`src/rtl/fetch_decode_queue_pkg.sv`:
```
// Shared pipeline definitions for the 16-bit RISC core.
//   DATA_W          : instruction / PC width
//   NOP             : instruction encoding presented to Decode when nothing is queued
//   fetch_packet_t  : {PCTwo, instruction} pair passed from Fetch towards Decode
package fetch_decode_queue_pkg;

    localparam int unsigned DATA_W = 16;

    localparam logic [DATA_W-1:0] NOP = 16'h0000;

    typedef struct packed {
        logic [DATA_W-1:0] pc_two;
        logic [DATA_W-1:0] instruction;
    } fetch_packet_t;

endpackage

```
`src/rtl/fetch_decode_queue_storage.sv`:
```
// Entry storage for the fetch/decode queue: DEPTH x WIDTH register file.
// Ports:
//   clk      : rising-edge clock
//   wr_en    : write strobe, wr_data stored at wr_addr on the clock edge
//   wr_addr  : write slot
//   wr_data  : entry to store
//   rd_addr  : read slot
//   rd_data  : asynchronous read of the slot at rd_addr
// Contents are deliberately not reset; occupancy tracking in the parent makes
// stale slots unobservable.
module fetch_decode_queue_storage #(
    parameter int unsigned DEPTH = 4,
    parameter int unsigned PTR_W = 2,
    parameter int unsigned WIDTH = 32
) (
    input  logic             clk,
    input  logic             wr_en,
    input  logic [PTR_W-1:0] wr_addr,
    input  logic [WIDTH-1:0] wr_data,
    input  logic [PTR_W-1:0] rd_addr,
    output logic [WIDTH-1:0] rd_data
);

    logic [WIDTH-1:0] mem [DEPTH];

    always_ff @(posedge clk) begin
        if (wr_en) begin
            mem[wr_addr] <= wr_data;
        end
    end

    assign rd_data = mem[rd_addr];

endmodule

```
`src/rtl/fetch_decode_queue.sv`:
```
// Instruction prefetch queue between Fetch and Decode.
// Buffers up to DEPTH {PC+2, instruction} pairs captured on Fetch cache hits and
// presents them in order to Decode under a valid/ready handshake. A taken
// branch (inp_flush) discards everything buffered plus the entry on the wire.
// Ports:
//   inp_clk, inp_rst_n : clock, asynchronous active-low reset
//   inp_hit            : Fetch offers inp_instruction / inp_PCTwo this cycle
//   inp_flush          : taken branch, kill all contents (beats push and pop)
//   inp_decodeReady    : Decode consumes the head entry this cycle
//   out_ready          : queue can take a push; Fetch holds its PC when low
//   out_valid          : head entry valid
//   out_instruction    : head instruction, NOP when empty
//   out_PCTwo          : head PC+2, zero when empty
//   out_count          : occupancy 0..DEPTH
module fetch_decode_queue #(
    parameter int unsigned DEPTH  = 4,
    parameter int unsigned PTR_W  = $clog2(DEPTH),
    parameter int unsigned DATA_W = fetch_decode_queue_pkg::DATA_W
) (
    input  logic              inp_clk,
    input  logic              inp_rst_n,
    input  logic              inp_hit,
    input  logic [DATA_W-1:0] inp_instruction,
    input  logic [DATA_W-1:0] inp_PCTwo,
    input  logic              inp_flush,
    input  logic              inp_decodeReady,
    output logic              out_ready,
    output logic              out_valid,
    output logic [DATA_W-1:0] out_instruction,
    output logic [DATA_W-1:0] out_PCTwo,
    output logic [PTR_W:0]    out_count
);

    import fetch_decode_queue_pkg::*;

    localparam logic [PTR_W:0]   FULL_COUNT = (PTR_W + 1)'(DEPTH);
    localparam logic [PTR_W-1:0] PTR_ONE    = PTR_W'(1);

    logic [PTR_W-1:0]    rd_ptr;
    logic [PTR_W-1:0]    wr_ptr;
    logic [PTR_W:0]      count;
    logic                push;
    logic                pop;
    logic [2*DATA_W-1:0] head_pkt;

    // Both flags come from registered count only, so Fetch never sees a
    // combinational path from Decode's ready.
    assign out_ready = (count != FULL_COUNT);
    assign out_valid = (count != '0);

    assign push = inp_hit & out_ready & ~inp_flush;
    assign pop  = out_valid & inp_decodeReady & ~inp_flush;

    fetch_decode_queue_storage #(
        .DEPTH (DEPTH),
        .PTR_W (PTR_W),
        .WIDTH (2 * DATA_W)
    ) u_storage (
        .clk     (inp_clk),
        .wr_en   (push),
        .wr_addr (wr_ptr),
        .wr_data ({inp_PCTwo, inp_instruction}),
        .rd_addr (rd_ptr),
        .rd_data (head_pkt)
    );

    assign out_instruction = out_valid ? head_pkt[DATA_W-1:0] : DATA_W'(NOP);
    assign out_PCTwo       = out_valid ? head_pkt[2*DATA_W-1:DATA_W] : '0;
    assign out_count       = count;

    always_ff @(posedge inp_clk or negedge inp_rst_n) begin
        if (!inp_rst_n) begin
            rd_ptr <= '0;
            wr_ptr <= '0;
            count  <= '0;
        end else if (inp_flush) begin
            // Snapping rd_ptr onto wr_ptr empties the queue without touching storage.
            rd_ptr <= wr_ptr;
            count  <= '0;
        end else begin
            if (push) begin
                wr_ptr <= wr_ptr + PTR_ONE;
            end
            if (pop) begin
                rd_ptr <= rd_ptr + PTR_ONE;
            end
            unique case ({push, pop})
                2'b10:   count <= count + 1'b1;
                2'b01:   count <= count - 1'b1;
                default: count <= count;
            endcase
        end
    end

endmodule

```
`config.mk`:
```
export PLATFORM = sky130hd
export DESIGN_NAME = fetch_decode_queue
export DESIGN_NICKNAME = d
export VERILOG_FILES = /design/src/rtl/fetch_decode_queue_pkg.sv /design/src/rtl/fetch_decode_queue_storage.sv /design/src/rtl/fetch_decode_queue.sv
export SDC_FILE = /design/constraint.sdc
export NUM_CORES = 1
export LEC_CHECK = 0
export CAP_MARGIN = 20
export CORE_MARGIN = 1.5
export CORE_UTILIZATION = 60
export CTS_BUF_LIST = sky130_fd_sc_hd__clkbuf_8
export CTS_CLUSTER_SIZE = 14
export DETAILED_ROUTE_END_ITERATION = 6
export DONT_BUFFER_PORTS = 1
export PLACE_DENSITY = 0.83
export REMOVE_ABC_BUFFERS = 1
export SLEW_MARGIN = 20
export SYNTH_ARGS = -nofsm -noshare
export SYNTH_HDL_FRONTEND = slang
export SYNTH_SLANG_ARGS = --single-unit
```
`constraint.sdc`:
```
create_clock -name inp_clk -period 4.8 [get_ports inp_clk]
set_input_delay 0.96 -clock inp_clk [delete_from_list [all_inputs] [get_ports inp_clk]]
set_output_delay 0.96 -clock inp_clk [all_outputs]
set_load 0.01 [all_outputs]
```
======== After elaboration in Yosys (flattened, before gate mapping) ========
Memory sizes are Yosys's and may differ from the RTL's.
Index checks and enable logic that the tools add are counted.
cells by class
  muxes and demuxes ....................... 8
  $mul .................................... 0
  shift operators ......................... 0
  reductions and logical operators ........ 4
  eq/ne operators ......................... 3
  $lt $le $gt $ge ......................... 0
  add/subtract/negate cells ............... 4
  bitwise logic cells ..................... 5
  div/mod/pow operators ................... 0
operators with widths
  operator                                           number
  2-to-1 mux 16 bit                                  2
  one-hot mux 3 bit (2 select lines)                 1
  nonzero test 3 bit                                 2
  adder 2 x 1 -> 2 bit (second input constant)       2
  AND 1 bit                                          4
  2-to-1 mux 2 bit                                   2
  adder 3 x 1 -> 3 bit (second input constant)       1
  2-to-1 mux 3 bit                                   1
  inequality test 3 bit (second input constant)      1
  subtractor 3 x 1 -> 3 bit (second input constant)  1
  == test 2 x 1 -> 1 bit (second input constant)     1
  == test 2 bit (second input constant)              1
  2-to-1 mux 1 bit                                   2
  AND reduction 2 bit                                1
  nonzero test 2 bit                                 1
  NOT 1 bit                                          1
word-level totals
  register bits ........................... 7
  ROM bits ................................ 0
  output and inout port bits .............. 37
  logic and storage cells ................. 28
  memories ................................ 1
  latch bits .............................. 0
  bits in writable memories ............... 128
memories
  memory         depth  bits a word  rd ports  clocked after memory_dff  wr ports  RTL line                          RTL
  u_storage.mem  4      32           1         0                         1         fetch_decode_queue_storage.sv:24  logic [WIDTH-1:0] mem [DEPTH];

======== Depth between registers and ports, before layout ========
  word-level depth ........................ 6
  mapped depth ............................ 8

======== Cells and area by module ========
From an unflattened synthesis, not the netlist that was laid out.
second synthesis, totals
  cells, all modules ...................... 259
  area total of the unflattened synthesis .. 5400.2 um^2
by module, submodules not included
  module                      area each (um^2)  times used  cells each
  fetch_decode_queue_storage  4689.5            1           171
  fetch_decode_queue          710.7             1           88

======== Least setup slack after synthesis ========
Ideal clock, no wire load.
  path type ............................... in2reg
  start point ............................. in inp_flush
  end point ............................... mem u_storage.mem[0][0], enable pin
  cell stages on the path ................. 4
  setup time .............................. 392 ps
  setup slack ............................. 2029 ps
  data arrival time ....................... 2379 ps
  path through ............................ buf_2 nand2b_1 a21oi_1 and2_1
on the way
  word-level cells in the longest chain between the ends .. 4
ends and longest elaborated chain
  item                                    RTL line                          RTL
  start: declaration                      fetch_decode_queue.sv:25          input logic inp_flush,
  NOT 1 bit (no source line)              -
  AND 1 bit                               fetch_decode_queue.sv:51          assign push = inp_hit & out_ready & ~inp_flush;
  2-to-1 mux 1 bit                        fetch_decode_queue_storage.sv:27  if (wr_en) begin
  2-to-1 mux 1 bit (not written as such)  fetch_decode_queue_storage.sv:28  mem[wr_addr] <= wr_data;
  end: declaration                        fetch_decode_queue_storage.sv:24
Every way passes these cells.

======== Worst setup path after layout ========
  start point ............................. reg count[2], in the netlist out_count[2]
  end point ............................... out out_PCTwo[12]
on the way
  word-level cells in the longest chain between the ends .. 2
ends and longest elaborated chain
  item                      RTL line                  RTL
  start: declaration        fetch_decode_queue.sv:41  logic [PTR_W:0] count;
  start signal: assignment  fetch_decode_queue.sv:88  2'b10: count <= count + 1'b1;
  start signal: assignment  fetch_decode_queue.sv:89  2'b01: count <= count - 1'b1;
  start signal: assignment  fetch_decode_queue.sv:90  default: count <= count;
  nonzero test 3 bit        fetch_decode_queue.sv:49  assign out_valid = (count != '0);
  2-to-1 mux 16 bit         fetch_decode_queue.sv:68  assign out_PCTwo = out_valid ? head_pkt[2*DATA_W-1:DATA_W] : '0;
  end: declaration          fetch_decode_queue.sv:30  output logic [DATA_W-1:0] out_PCTwo,
Every way passes these cells.

==> metrics.txt <==
maximum number of pins on one net before global-route repair 35; Placeable Area 0.008763 sq mm; TritonCTS clock tree built; run status complete, no violations; number of sinks on the clock net 135; Worst slew margin 0.4058; port bufs 0; total wire length after detailed routing 8787 microns; final-layout fill cell count 570; max-cap violation count 0; post-route fraction of the period consumed by the critical path 0.6710; final antenna diode count 0; power density normalized to cell area 523.4 mW/mm^2; unrepaired setup endpoints after global routing no; Detailed Routing Iterations Pass 1 4; half-perimeter wire length of the detailed placement result 5162 microns; vias in the first global route 2505; Clock Latency Late Sink 0.43 ns; startpoint types flip-flop; class of the most critical setup path reg -> out; area fraction in compound gates after synthesis 0.01884; Nets 312; R2R depth 6; worst setup slack for register-to-register paths 2.17 ns; number of top-level pins 74; transition time at the pin with the least slew margin 0.8914 ns; commonest cells after routing, fill and taps aside sky130_fd_sc_hd__edfxtp_1 (128), sky130_fd_sc_hd__mux4_2 (30), sky130_fd_sc_hd__nor2b_1 (23); clock transition at the registers of the reported paths 0.07 ns; share of layout cells above drive strength 1 0.2367; Cell Count Post-Placement 359; library cells used by synthesis 38; data arrival time of the critical path 2.26 ns; DRT antenna net count 0; via density per instance 6.136; die outline area 0.009656 sq mm; Clock Path Buffers 2; yosys warns 0; Clock Root Buffer sky130_fd_sc_hd__clkbuf_8; highest attainable clock frequency 310.5 MHz; WL/cell 22.47 microns; Leak Pwr 1.904 nW; crit path time final 3.221 ns; sequential area share after synthesis 0.7381; worst setup skew after layout 0.007577 ns; synthesized instance count 266; global routing usage summed across all routing layers 0.1924; DRC violations left 0; number of standard cells in the layout, taps in and fillers out 391; wire length of the first global-routing pass 13500 microns; buffers inserted by post-CTS timing repair 0; Total Power 3.075 mW; arithmetic-cell share of the synthesized area counting full adders, half adders and majority gates 0.01287; design area 0.005876 sq mm; drt first-iter violations 149; portion of netlist area occupied by mux cells 0.1358; worst voltage drop across the vdd grid 0.0002025 V; Hold-fix buffers, CTS 0; beginning of the worst register-to-register path out_count[2]; total number of vias 2399; final hold violation count 0; Simple-Gate Fraction of Synth Area 0.06227; total number of H-tree levels 4; instance area at placement 0.005482 sq mm; Crit path required time 3.84 ns; Die Span X 98.27 microns; clock buffers created by TritonCTS 17; Initial Utilization 0.6214; Std-Cell Rows 34; gpl congestion 0.7853; setup violators final 0; average cell area after synthesis 20.47 sq um; endpoint of the most critical register-to-register path out_count[2]; number of slew-limit violations in the final report 0; number of gates resized after cts 0; crit end category output port; die outline height 98.27 microns; overall overflow remaining after global route 0; critical-path maximum fanout 20; worst hold slack after final layout 0.2175 ns; XOR/XNOR Fraction of Synth Area 0.006434; class of the tightest hold or removal check in -> async; dominant combinational cell family by area after synthesis multiplexers; synthesis-to-finish area growth 7.905%; post-synth design cell area 0.005445 sq mm; Seq cells post-synth 135; most common cell after layout, fill and taps aside sky130_fd_sc_hd__edfxtp_1; antenna violations before repair 0; total negative setup slack 0 ns
==> sequential cells by signal, indices dropped and copies added (netlist names) <==
name and flops:
u_storage.mem 128, rd_ptr 2, out_count 3, wr_ptr 2
==> where the power goes <==
| part | internal, mW | switching, mW |
|---|---|---|
| Combinational | 0.321 | 0.259 |
| Clock | 0.505 | 0.420 |
| Sequential | 1.43 | 0.141 |
==> kinds of logic after synthesis <==
logic type	after synthesis
AO/OA/AOI/OAI	15
XOR/XNOR	4
flip-flops	135
AND/OR/NAND/NOR	54
adder cells (fa/ha/maj)	5
multiplexers	33
buffers and inverters	20
==> metrics by stage <==
step | setup slack, ns | util
floorplan | 1.574 | -
CTS | 1.510 | 0.6705
global placement | 1.821 | 0.6252
global route | 1.410 | 0.6705
detailed placement | 1.991 | 0.6255
finish | 1.579 | 0.6705
==> worst max path at each step <==
stage / from / to / slack [ns] / depth (start not counted)
after CTS: out_count[2] / out_PCTwo[9] / 1.51 / 3
after global routing: out_count[2] / out_PCTwo[2] / 1.41 / 3
after detailed placement: out_count[2] / out_PCTwo[12] / 1.99 / 3
after floorplan: rd_ptr[0] / out_PCTwo[15] / 1.57 / 2
after global placement: rd_ptr[0] / out_PCTwo[15] / 1.82 / 2
final: out_count[2] / out_PCTwo[12] / 1.58 / 3
==> worst max-delay path, cell delays in order, from the launching register on <==
cell and delay [ns]:
sky130_fd_sc_hd__dfrtp_1 0.56, sky130_fd_sc_hd__nor3_4 0.65, sky130_fd_sc_hd__buf_4 0.37, sky130_fd_sc_hd__and2b_1 0.25
==> metal layers <==
| layer | global-route usage | vias up | wire length [microns] |
|---|---|---|---|
| met2 | 0.3050 | 89 | 4448 |
| met4 | 0.08342 | 0 | 144 |
| met3 | 0.07230 | 16 | 769 |
| met5 | 0 | - | 0 |
| met1 | 0.2410 | 1224 | 3424 |
| li1 | - | 1070 | - |
==> synth_stat cells <==
library cell / number / area [sq um]
sky130_fd_sc_hd__nor2b_1: 23 / 143.9
sky130_fd_sc_hd__o21bai_1: 1 / 7.510
sky130_fd_sc_hd__nand2b_1: 2 / 12.51
sky130_fd_sc_hd__edfxtp_1: 128 / 3844
sky130_fd_sc_hd__a211oi_1: 1 / 7.510
sky130_fd_sc_hd__buf_4: 2 / 15.01
sky130_fd_sc_hd__buf_6: 2 / 22.52
sky130_fd_sc_hd__a31oi_1: 2 / 12.51
sky130_fd_sc_hd__or3b_2: 1 / 8.760
sky130_fd_sc_hd__o311ai_0: 1 / 8.760
sky130_fd_sc_hd__o31ai_1: 1 / 7.510
sky130_fd_sc_hd__buf_12: 2 / 40.04
sky130_fd_sc_hd__a21oi_1: 1 / 5.000
sky130_fd_sc_hd__xnor2_1: 2 / 17.52
sky130_fd_sc_hd__a2111oi_0: 1 / 8.760
sky130_fd_sc_hd__dfrtp_1: 7 / 175.2
sky130_fd_sc_hd__o21ai_0: 4 / 20.02
sky130_fd_sc_hd__inv_1: 3 / 11.26
sky130_fd_sc_hd__nand3_1: 2 / 10.01
sky130_fd_sc_hd__mux4_2: 30 / 675.7
sky130_fd_sc_hd__or4_1: 1 / 7.510
sky130_fd_sc_hd__nor2_1: 4 / 15.01
sky130_fd_sc_hd__o41ai_1: 1 / 8.760
sky130_fd_sc_hd__nand2_1: 4 / 15.01
sky130_fd_sc_hd__xor2_1: 2 / 17.52
sky130_fd_sc_hd__fa_1: 1 / 20.02
sky130_fd_sc_hd__mux2_2: 1 / 11.26
sky130_fd_sc_hd__nand3b_1: 1 / 7.510
sky130_fd_sc_hd__nor3_2: 1 / 10.01
sky130_fd_sc_hd__o221ai_1: 1 / 8.760
sky130_fd_sc_hd__mux4_1: 2 / 52.55
sky130_fd_sc_hd__o21a_1: 1 / 7.510
sky130_fd_sc_hd__and2_1: 4 / 25.02
sky130_fd_sc_hd__nor4b_1: 1 / 8.760
sky130_fd_sc_hd__ha_1: 4 / 50.05
sky130_fd_sc_hd__buf_2: 8 / 40.04
sky130_fd_sc_hd__and2b_1: 10 / 75.07
sky130_fd_sc_hd__clkbuf_1: 3 / 11.26
==> layout make-up <==
type                    instances  area (sq um)  share of cell area
flip-flops and latches        135          4023              0.6846
multi-input cells             111          1297              0.2208
clock buffers                  17         234.0             0.03982
clock inverters                15         160.2             0.02726
well taps                     108         135.1             0.02300
repair buffers                  2         15.01            0.002555
inverters                       3         11.26            0.001917
Note: power is estimated with default switching activity, not from simulation.
